### config.mk
export PLATFORM = sky130hd
export DESIGN_NAME = box_plotter
export DESIGN_NICKNAME = d
export VERILOG_FILES = /design/src/rtl/box_plotter_pkg.sv /design/src/rtl/vga_address_translator.sv /design/src/rtl/box_plotter.sv
export SDC_FILE = /design/constraint.sdc
export NUM_CORES = 1
export LEC_CHECK = 0
export ABC_AREA = 1
export CORE_MARGIN = 3
export CORE_UTILIZATION = 50
export CTS_BUF_LIST = sky130_fd_sc_hd__clkbuf_2 sky130_fd_sc_hd__clkbuf_4 sky130_fd_sc_hd__clkbuf_8
export CTS_CLUSTER_DIAMETER = 100
export DETAILED_ROUTE_END_ITERATION = 10
export PLACE_DENSITY = 0.74
export SYNTH_ARGS = -nofsm -noshare
export SYNTH_HDL_FRONTEND = slang
export SYNTH_SLANG_ARGS = --single-unit
### constraint.sdc
create_clock -name clk -period 2.3 [get_ports clk]
set_clock_uncertainty 0.2 [all_clocks]
set_input_delay 0.345 -clock clk [delete_from_list [all_inputs] [get_ports clk]]
set_output_delay 0.345 -clock clk [all_outputs]
set_load 0.005 [all_outputs]
### src/rtl/box_plotter_pkg.sv
// Shared frame-buffer package: screen geometry, bus widths and the plotter FSM encoding.
package box_plotter_pkg;

   localparam int XSZ    = 8;
   localparam int YSZ    = 7;
   localparam int ADDRSZ = 15;
   localparam int COLSZ  = 3;
   localparam int X_RES  = 160;
   localparam int Y_RES  = 120;

   typedef enum logic [1:0] {
      IDLE = 2'd0,
      LOAD = 2'd1,
      PLOT = 2'd2,
      DONE = 2'd3
   } stateType;

endpackage

### src/rtl/vga_address_translator.sv
// Maps an (x, y) pixel coordinate to a linear address for a 160-pixel-wide frame buffer.
module vga_address_translator #(
   parameter int XSZ    = box_plotter_pkg::XSZ,
   parameter int YSZ    = box_plotter_pkg::YSZ,
   parameter int ADDRSZ = box_plotter_pkg::ADDRSZ
) (
   input  logic [XSZ-1:0]    x,
   input  logic [YSZ-1:0]    y,
   output logic [ADDRSZ-1:0] memAddress
);

   logic [ADDRSZ-1:0] xWide;
   logic [ADDRSZ-1:0] yWide;

   // Widen before shifting so y*160 cannot lose its upper bits.
   assign xWide      = ADDRSZ'(x);
   assign yWide      = ADDRSZ'(y);
   assign memAddress = (yWide << 7) + (yWide << 5) + xWide;

endmodule

### src/rtl/box_plotter.sv
// Draws a filled or outlined rectangle into the frame buffer, one pixel per cycle in raster order.
module box_plotter #(
   parameter int XSZ    = box_plotter_pkg::XSZ,
   parameter int YSZ    = box_plotter_pkg::YSZ,
   parameter int ADDRSZ = box_plotter_pkg::ADDRSZ,
   parameter int COLSZ  = box_plotter_pkg::COLSZ,
   parameter int X_RES  = box_plotter_pkg::X_RES,
   parameter int Y_RES  = box_plotter_pkg::Y_RES
) (
   input  logic              clk,
   input  logic              resetn,
   input  logic              go,
   input  logic              mode,
   input  logic [COLSZ-1:0]  colour,
   input  logic [XSZ-1:0]    box_left,
   input  logic [XSZ-1:0]    box_right,
   input  logic [YSZ-1:0]    box_top,
   input  logic [YSZ-1:0]    box_bottom,
   output logic [ADDRSZ-1:0] wr_addr,
   output logic [COLSZ-1:0]  wr_data,
   output logic              wren,
   output logic              busy,
   output logic              done
);
   import box_plotter_pkg::*;

   localparam logic [XSZ-1:0] X_MAX = XSZ'(X_RES - 1);
   localparam logic [YSZ-1:0] Y_MAX = YSZ'(Y_RES - 1);

   stateType          state;
   stateType          nextState;

   logic              modeQ;
   logic [COLSZ-1:0]  colourQ;
   logic [XSZ-1:0]    leftQ;
   logic [XSZ-1:0]    rightQ;
   logic [YSZ-1:0]    topQ;
   logic [YSZ-1:0]    bottomQ;
   logic [XSZ-1:0]    xCnt;
   logic [YSZ-1:0]    yCnt;

   logic [XSZ-1:0]    clampRight;
   logic [YSZ-1:0]    clampBottom;
   logic              boxValid;
   logic              lastCol;
   logic              lastRow;
   logic              onBorder;
   logic [ADDRSZ-1:0] pixelAddr;
   logic [ADDRSZ-1:0] lastAddr;
   logic [COLSZ-1:0]  lastData;

   assign clampRight  = (rightQ > X_MAX) ? X_MAX : rightQ;
   assign clampBottom = (bottomQ > Y_MAX) ? Y_MAX : bottomQ;
   assign boxValid    = (leftQ <= clampRight) && (topQ <= clampBottom);

   assign lastCol  = (xCnt == rightQ);
   assign lastRow  = (yCnt == bottomQ);
   assign onBorder = (xCnt == leftQ) || lastCol || (yCnt == topQ) || lastRow;

   vga_address_translator #(
      .XSZ    (XSZ),
      .YSZ    (YSZ),
      .ADDRSZ (ADDRSZ)
   ) addrTrans (
      .x          (xCnt),
      .y          (yCnt),
      .memAddress (pixelAddr)
   );

   // NOTE: sequential state uses non-blocking assignments so every register samples pre-edge values.
   always_ff @(posedge clk) begin
      if (!resetn) state <= IDLE;
      else         state <= nextState;
   end

   // NOTE: every output of this block gets a default first, so no path can infer a latch.
   always_comb begin
      nextState = state;
      wren      = 1'b0;
      busy      = 1'b1;
      done      = 1'b0;
      case (state)
         IDLE: begin
            busy = 1'b0;
            if (go) nextState = LOAD;
         end
         LOAD: nextState = boxValid ? PLOT : DONE;
         PLOT: begin
            wren = modeQ || onBorder;
            if (lastCol && lastRow) nextState = DONE;
         end
         DONE: begin
            done      = 1'b1;
            nextState = IDLE;
         end
         default: nextState = IDLE;
      endcase
   end

   always_ff @(posedge clk) begin
      if (!resetn) begin
         modeQ    <= 1'b0;
         colourQ  <= '0;
         leftQ    <= '0;
         rightQ   <= '0;
         topQ     <= '0;
         bottomQ  <= '0;
         xCnt     <= '0;
         yCnt     <= '0;
         lastAddr <= '0;
         lastData <= '0;
      end else begin
         case (state)
            IDLE: begin
               if (go) begin
                  modeQ   <= mode;
                  colourQ <= colour;
                  leftQ   <= box_left;
                  rightQ  <= box_right;
                  topQ    <= box_top;
                  bottomQ <= box_bottom;
               end
            end
            LOAD: begin
               // Clamped bounds are stored back so the scan terminates on-screen.
               rightQ  <= clampRight;
               bottomQ <= clampBottom;
               xCnt    <= leftQ;
               yCnt    <= topQ;
            end
            PLOT: begin
               if (lastCol) begin
                  xCnt <= leftQ;
                  yCnt <= yCnt + 1'b1;
               end else begin
                  xCnt <= xCnt + 1'b1;
               end
            end
            default: ;
         endcase
         if (wren) begin
            lastAddr <= pixelAddr;
            lastData <= colourQ;
         end
      end
   end

   // Outputs follow the scan while writing and otherwise hold the last written pixel.
   assign wr_addr = wren ? pixelAddr : lastAddr;
   assign wr_data = wren ? colourQ : lastData;

endmodule

==> impl_metrics.ini, run 1 <==
[detailed_routing]
drtPass1Iterations = 5
dr.first_iter.drc_count = 371
viasPerCell = 5.37
ant_nets = 0
vias = 5318
drt_wl_total_microns = 15600
remaining_drc_errors = 0
wl_per_cell_microns = 15.7

[place]
post-place-ws_ns = -0.502
port_buffers = 57
dp_hpwl_microns = 9760
gp_congestion = 0.878

[power]
ir_worst_vdd_uv = 664
p_per_area_mw_per_mm2 = 1510
power.leakage_nw = 3.31

[setup_path]
r2r_slack_ns = -0.59
criticalPathCategory = register to output pin
critPathCaptureType = output pin
start_kind = register
critical_path_required_ns = 1.75
ff2ff_path_depth = 15
arrival_ns = 2.46
r2r_start = yCnt[0]
critical_path.max_fanout = 3
worstReg2RegEnd = lastAddr[12]

[synthesis]
ys_types = 33
syn_avg_cell_area_sq_um = 6.43
synth_top_area_cell = dfxtp_1
yosys_register_bits = 69
synth_nets = 773
syn_area_sq_mm = 0.00450
synth_area_leaders = dfxtp_1, nand2_1, ha_1
synth_top_area_share_pct = 30.7
ys_seq_area_share_pct = 30.7
synth_edf_count = 0
synth_async_sr_flop_share_pct = 0
synth_cells = 700
yosys_warnings = 0
ys.flop_type = dfxtp_1

[worst_hold_path]
worstHoldStart = colourQ[0]
hp-class = register to register
hold_depth = 2
min_to = colourQ[0]

[layout]
drive_gt1_share_pct = 32.0
final_cell_mix = nand2_1, buf_4, inv_1
synthToLayoutAreaGrowth_pct = 53.4
layout_commonest_cell = nand2_1
nFillCells = 563
antenna_cells = 0
nets = 953

[sta]
rsz0062_at_grt = yes
fmax_mhz = 332
slew_headroom_pct = 61.3
worst_slew_pin_slew_ns = 0.577
hold_viol_final = 0
period_share_pct = 131
post-route-min-period_ns = 3.01
worst_slack_ns = -0.710
setup_viol = 23
drv_slew = 0
fin_setup_tns_ns = -10.65

[cts]
clock_latency_ns = 0.35
cts_max_level = 3
cts_sinks = 69
clockBufferDepth = 2
cts_buffers = 9
cts_tree = done
path_clk_slew_ns = 0.09
root_buffer = clkbuf_8
cts-hold-fix-buffers = 0

[run_status]
violations = negative setup slack
status = finished with violations

[grt]
grt_use_total_pct = 28.6
gr-total-overflow = 0
grt_max_degree = 35
grt_pass1_wl_microns = 23400
grt_pass1_vias = 5187
antenna_found_initial = 0

[die]
io_pins = 58
core_sq_mm = 0.00846
die_h_microns = 101
start_util_pct = 53.2
rows = 33
fp.dieArea_sq_mm = 0.0102
die_w_microns = 101

[flow_run]
maxCapViolations = 0
-- through the flow --
step	std cells	utilization, %	hold WS, ns	instance area, sq um	power [mW]
2_1_floorplan	700	-	0.230	4560	4.87
3_3_place_gp	941	70.2	0.240	5940	7.00
3_5_place_dp	941	70.2	0.252	5940	7.18
4_1_cts	1000	77.5	0.281	6560	9.39
5_1_grt	990	81.5	0.345	6900	11.2
6_report	990	81.5	0.320	6900	10.4
-- metal layers --
| metal | wire length (microns) | vias up | GRT usage [%] |
|---|---|---|---|
| met5 | 0 | - | 0 |
| met4 | 577 | 0 | 12.3 |
| met3 | 962 | 50 | 3.74 |
| met2 | 7570 | 219 | 48.6 |
| met1 | 6450 | 2449 | 36.2 |
| li1 | - | 2600 | - |
-- registers in the layout, indices dropped and copies added, names as in the netlist --
signal,cells
bottomQ,7
colourQ,3
lastAddr,15
lastData,3
leftQ,8
modeQ,1
rightQ,8
state,2
topQ,7
xCnt,8
yCnt,7
-- cell type report --
cell class / count / area [sq um] / share of cell area (%)
repair buffers: 189 / 1660 / 24.1
multi-input cells: 506 / 3070 / 44.5
inverters: 105 / 402 / 5.82
flip-flops and latches: 69 / 1400 / 20.3
well taps: 105 / 131 / 1.90
clock inverters: 7 / 105 / 1.52
clock buffers: 9 / 124 / 1.79
-- logic make-up (layout without fill, tap and decap cells) --
| logic type | Yosys count | count (layout) | synth area share [%] |
|---|---|---|---|
| xor gates and xnor gates | 16 | 16 | 3.11 |
| DFF | 69 | 69 | 30.7 |
| adders and majority gates | 36 | 36 | 10.3 |
| buffers and inverters | 126 | 310 | 10.8 |
| and+or+nand+nor | 327 | 328 | 29.6 |
| AOI/OAI and AO/OA | 126 | 126 | 15.4 |
-- worst max path at each step --
stage            start           to  slack, ns  cells after the start
6_report       yCnt[0]  wr_addr[14]      -0.71                      9
3_3_place_gp   yCnt[2]  wr_addr[10]      -0.47                      9
3_5_place_dp   yCnt[1]  wr_addr[10]      -0.50                     10
2_1_floorplan  yCnt[2]  wr_addr[10]    -0.0005                      8
4_1_cts        yCnt[0]  wr_addr[12]      -0.60                      9
5_1_grt        yCnt[0]  wr_addr[14]      -0.78                      9
-- cell usage after synthesis, drive strengths merged (3+ instances only) --
cell,count
clkbuf,16
a221oi,11
nand4,7
inv,105
buf,5
dfxtp,69
o21ai,54
xor2,6
ha,34
a21oi,55
nand2,207
xnor2,10
nand3,36
nand3b,3
nor2,71
-- worst max-delay path, cell delays in order (launching register included) --
cell and delay [ns]:
dfxtp_4 0.36, fa_2 0.51, fa_2 0.41, nand3_2 0.09, nand3_2 0.12, nand4_1 0.14, o221ai_1 0.14, nand3_1 0.13
nand2_1 0.08, buf_2 0.13
-- what timing repair did --
item                       in CTS  in global routing
pin swaps                      40                 47
setup endpoints to repair      19                 32
cloned                          0                  1
gates resized for setup       108                124
buffers inserted               45                 15
-- power breakdown --
| group | leakage, nW | total (mW) | internal [mW] | switching, mW |
|---|---|---|---|---|
| clock | 0.113 | 1.19 | 0.630 | 0.557 |
| combinational | 2.63 | 7.26 | 3.51 | 3.75 |
| sequential | 0.573 | 1.96 | 1.64 | 0.313 |
Power figures use the tool's default switching activity.
==> inputs of run 2 (changes only) <==
--- a/config.mk
+++ b/config.mk
@@ -11,7 +11,8 @@
 export CTS_BUF_LIST = sky130_fd_sc_hd__clkbuf_2 sky130_fd_sc_hd__clkbuf_4 sky130_fd_sc_hd__clkbuf_8
 export CTS_CLUSTER_DIAMETER = 100
 export DETAILED_ROUTE_END_ITERATION = 10
-export PLACE_DENSITY = 0.74
+export PLACE_DENSITY = 0.76
+export REMOVE_ABC_BUFFERS = 1
 export SYNTH_ARGS = -nofsm -noshare
 export SYNTH_HDL_FRONTEND = slang
 export SYNTH_SLANG_ARGS = --single-unit
==> run 2 against run 1 <==
Compared with the run above: the run still ends with negative setup slack left; final area increased by 1.5%; setup slack got worse by 0.036 ns; critical path type unchanged; sequential cell count unchanged; sequential power about the same; critical endpoint is now wr_addr[13]; register-to-register slack improved by 0.38 ns; core utilization increased by 1.2 points; clock power decreased by 25%.
==> impl_metrics.ini, run 2 (synthesis gave the netlist of run 1 again) <==
[layout]
nets = 973
nFillCells = 497
regMostFlops = lastAddr
layout_commonest_cell = nand2_1
multi_input_area_sq_mm = 0.00307
final_cell_mix = nand2_1, buf_4, inv_1
regArea_sq_mm = 0.00141
antenna_cells = 0
synthToLayoutAreaGrowth_pct = 55.7
drive_gt1_share_pct = 35.2
largest_reg_flops = 15
final_cell_area_sq_mm = 0.00701

[detailed_routing]
vias = 5752
viasPerCell = 5.70
ant_nets = 0
dr.first_iter.drc_count = 511
drtPass1Iterations = 6
wl_per_cell_microns = 17.4
drt_wl_total_microns = 17600
remaining_drc_errors = 0

[setup_path]
cp_slowest_cell = fa_2
r2r_start = yCnt[2]
start_kind = register
criticalPathCategory = register to output pin
critPathCaptureType = output pin
crit_top_cell = nand2_2
cpPeakStageDelay_ns = 0.51
worstReg2RegEnd = lastAddr[13]
critical_path_required_ns = 1.75
ff2ff_path_depth = 13
critical_path.max_fanout = 3
arrival_ns = 2.50
cp_cell_sequence = fa_2, buf_6, ha_4, nand3_4, nand2_4, nand3_2, nand2_2, xor2_1, nand3_1, nand2_2, inv_1, buf_2
r2r_slack_ns = -0.21

[run_status]
violations = negative setup slack
status = finished with violations

[cts]
cts-hold-fix-buffers = 0
cts_tree = done
cts_buffers = 9
cts_max_level = 3
root_buffer = clkbuf_8
cts_sinks = 69
clockBufferDepth = 2
path_clk_slew_ns = 0.08
clock_latency_ns = 0.36

[worst_hold_path]
hold_depth = 2
hp-class = register to register
worstHoldStart = colourQ[0]
min_to = colourQ[0]

[power]
ir_worst_vdd_uv = 880
p_total_mw = 10.5
p_per_area_mw_per_mm2 = 1500
power.leakage_nw = 3.41

[place]
place_area_sq_mm = 0.00596
port_buffers = 57
post-place-ws_ns = -0.635
gp_congestion = 0.928
dp_hpwl_microns = 9880

[sta]
fmax_mhz = 328
slew_headroom_pct = 59.8
hold_viol_final = 0
drv_slew = 0
setup_viol = 25
rsz0062_at_grt = yes
worst_slack_ns = -0.746
fin_setup_tns_ns = -10.12
post-route-min-period_ns = 3.05
period_share_pct = 132
worst_slew_pin_slew_ns = 0.603

[die]
die_h_microns = 101
io_pins = 58
fp.dieArea_sq_mm = 0.0102
core_sq_mm = 0.00846
rows = 33
die_w_microns = 101
start_util_pct = 53.2

[grt]
gr-total-overflow = 0
grt_max_degree = 34
grt_pass1_wl_microns = 24900
antenna_found_initial = 0
grt_pass1_vias = 5351
grt_use_total_pct = 31.0

[flow_run]
maxCapViolations = 0
[run 2: changes by cell type in the layout (fill, tap and decap cells not counted), sizes merged]
| cell | previous run | this run |
|---|---|---|
| buf | 149 | 169 |
| bufinv | 2 | 0 |
| inv | 109 | 105 |
| clkdlybuf4s15 | 0 | 1 |
| clkinv | 0 | 4 |
| clkbuf | 11 | 12 |
[run 2: area by class of cell]
cell class,instances,area share (%)
multi-input cells,506,43.8
flip-flops and latches,69,20.1
repair buffers,209,26.0
inverters,105,5.73
clock buffers,11,1.98
clock inverters,5,0.393
well taps,105,1.88
[run 2: timing repair]
action,in CTS,in global routing
gates resized for setup,133,129
setup endpoints to repair,20,44
buffers inserted,40,22
pin swaps,47,54
cloned,0,3
[run 2: where the power goes]
group | internal (mW) | total, mW | switching (mW)
logic | 3.64 | 7.64 | 4.00
registers | 1.65 | 1.99 | 0.338
clock network | 0.408 | 0.897 | 0.488
total | 5.70 | 10.5 | 4.82
[run 2: layer usage]
metal  track usage [%]  wire (microns)
met5                 0               0
met4              14.5            1000
met1              36.2            6450
met2              54.8            8550
met3              5.19            1600
[run 2: stage by stage]
step                      hold WS, ns  util, %  cells
after floorplan                 0.230        -    679
after global placement          0.237     70.4    951
after detailed placement        0.248     70.4    951
after CTS                       0.259     77.8   1006
after global routing            0.322     82.8   1010
final                           0.293     82.8   1010
[run 2: worst max path at each step]
stage                  from     endpoint
finish              yCnt[2]  wr_addr[13]
global route        yCnt[2]  wr_addr[13]
CTS                 yCnt[2]  wr_addr[10]
detailed placement  yCnt[0]  wr_addr[10]
global placement    yCnt[0]  wr_addr[10]
floorplan           yCnt[2]  wr_addr[10]
[run 2: critical path: cells and delay by family, from the launching register on]
family                     cells  cell delay, ns
DFF                            1            0.36
buffers and inverters          3            0.29
xor gates and xnor gates       1            0.17
adders and majority gates      2            0.78
and+or+nand+nor                6            0.54
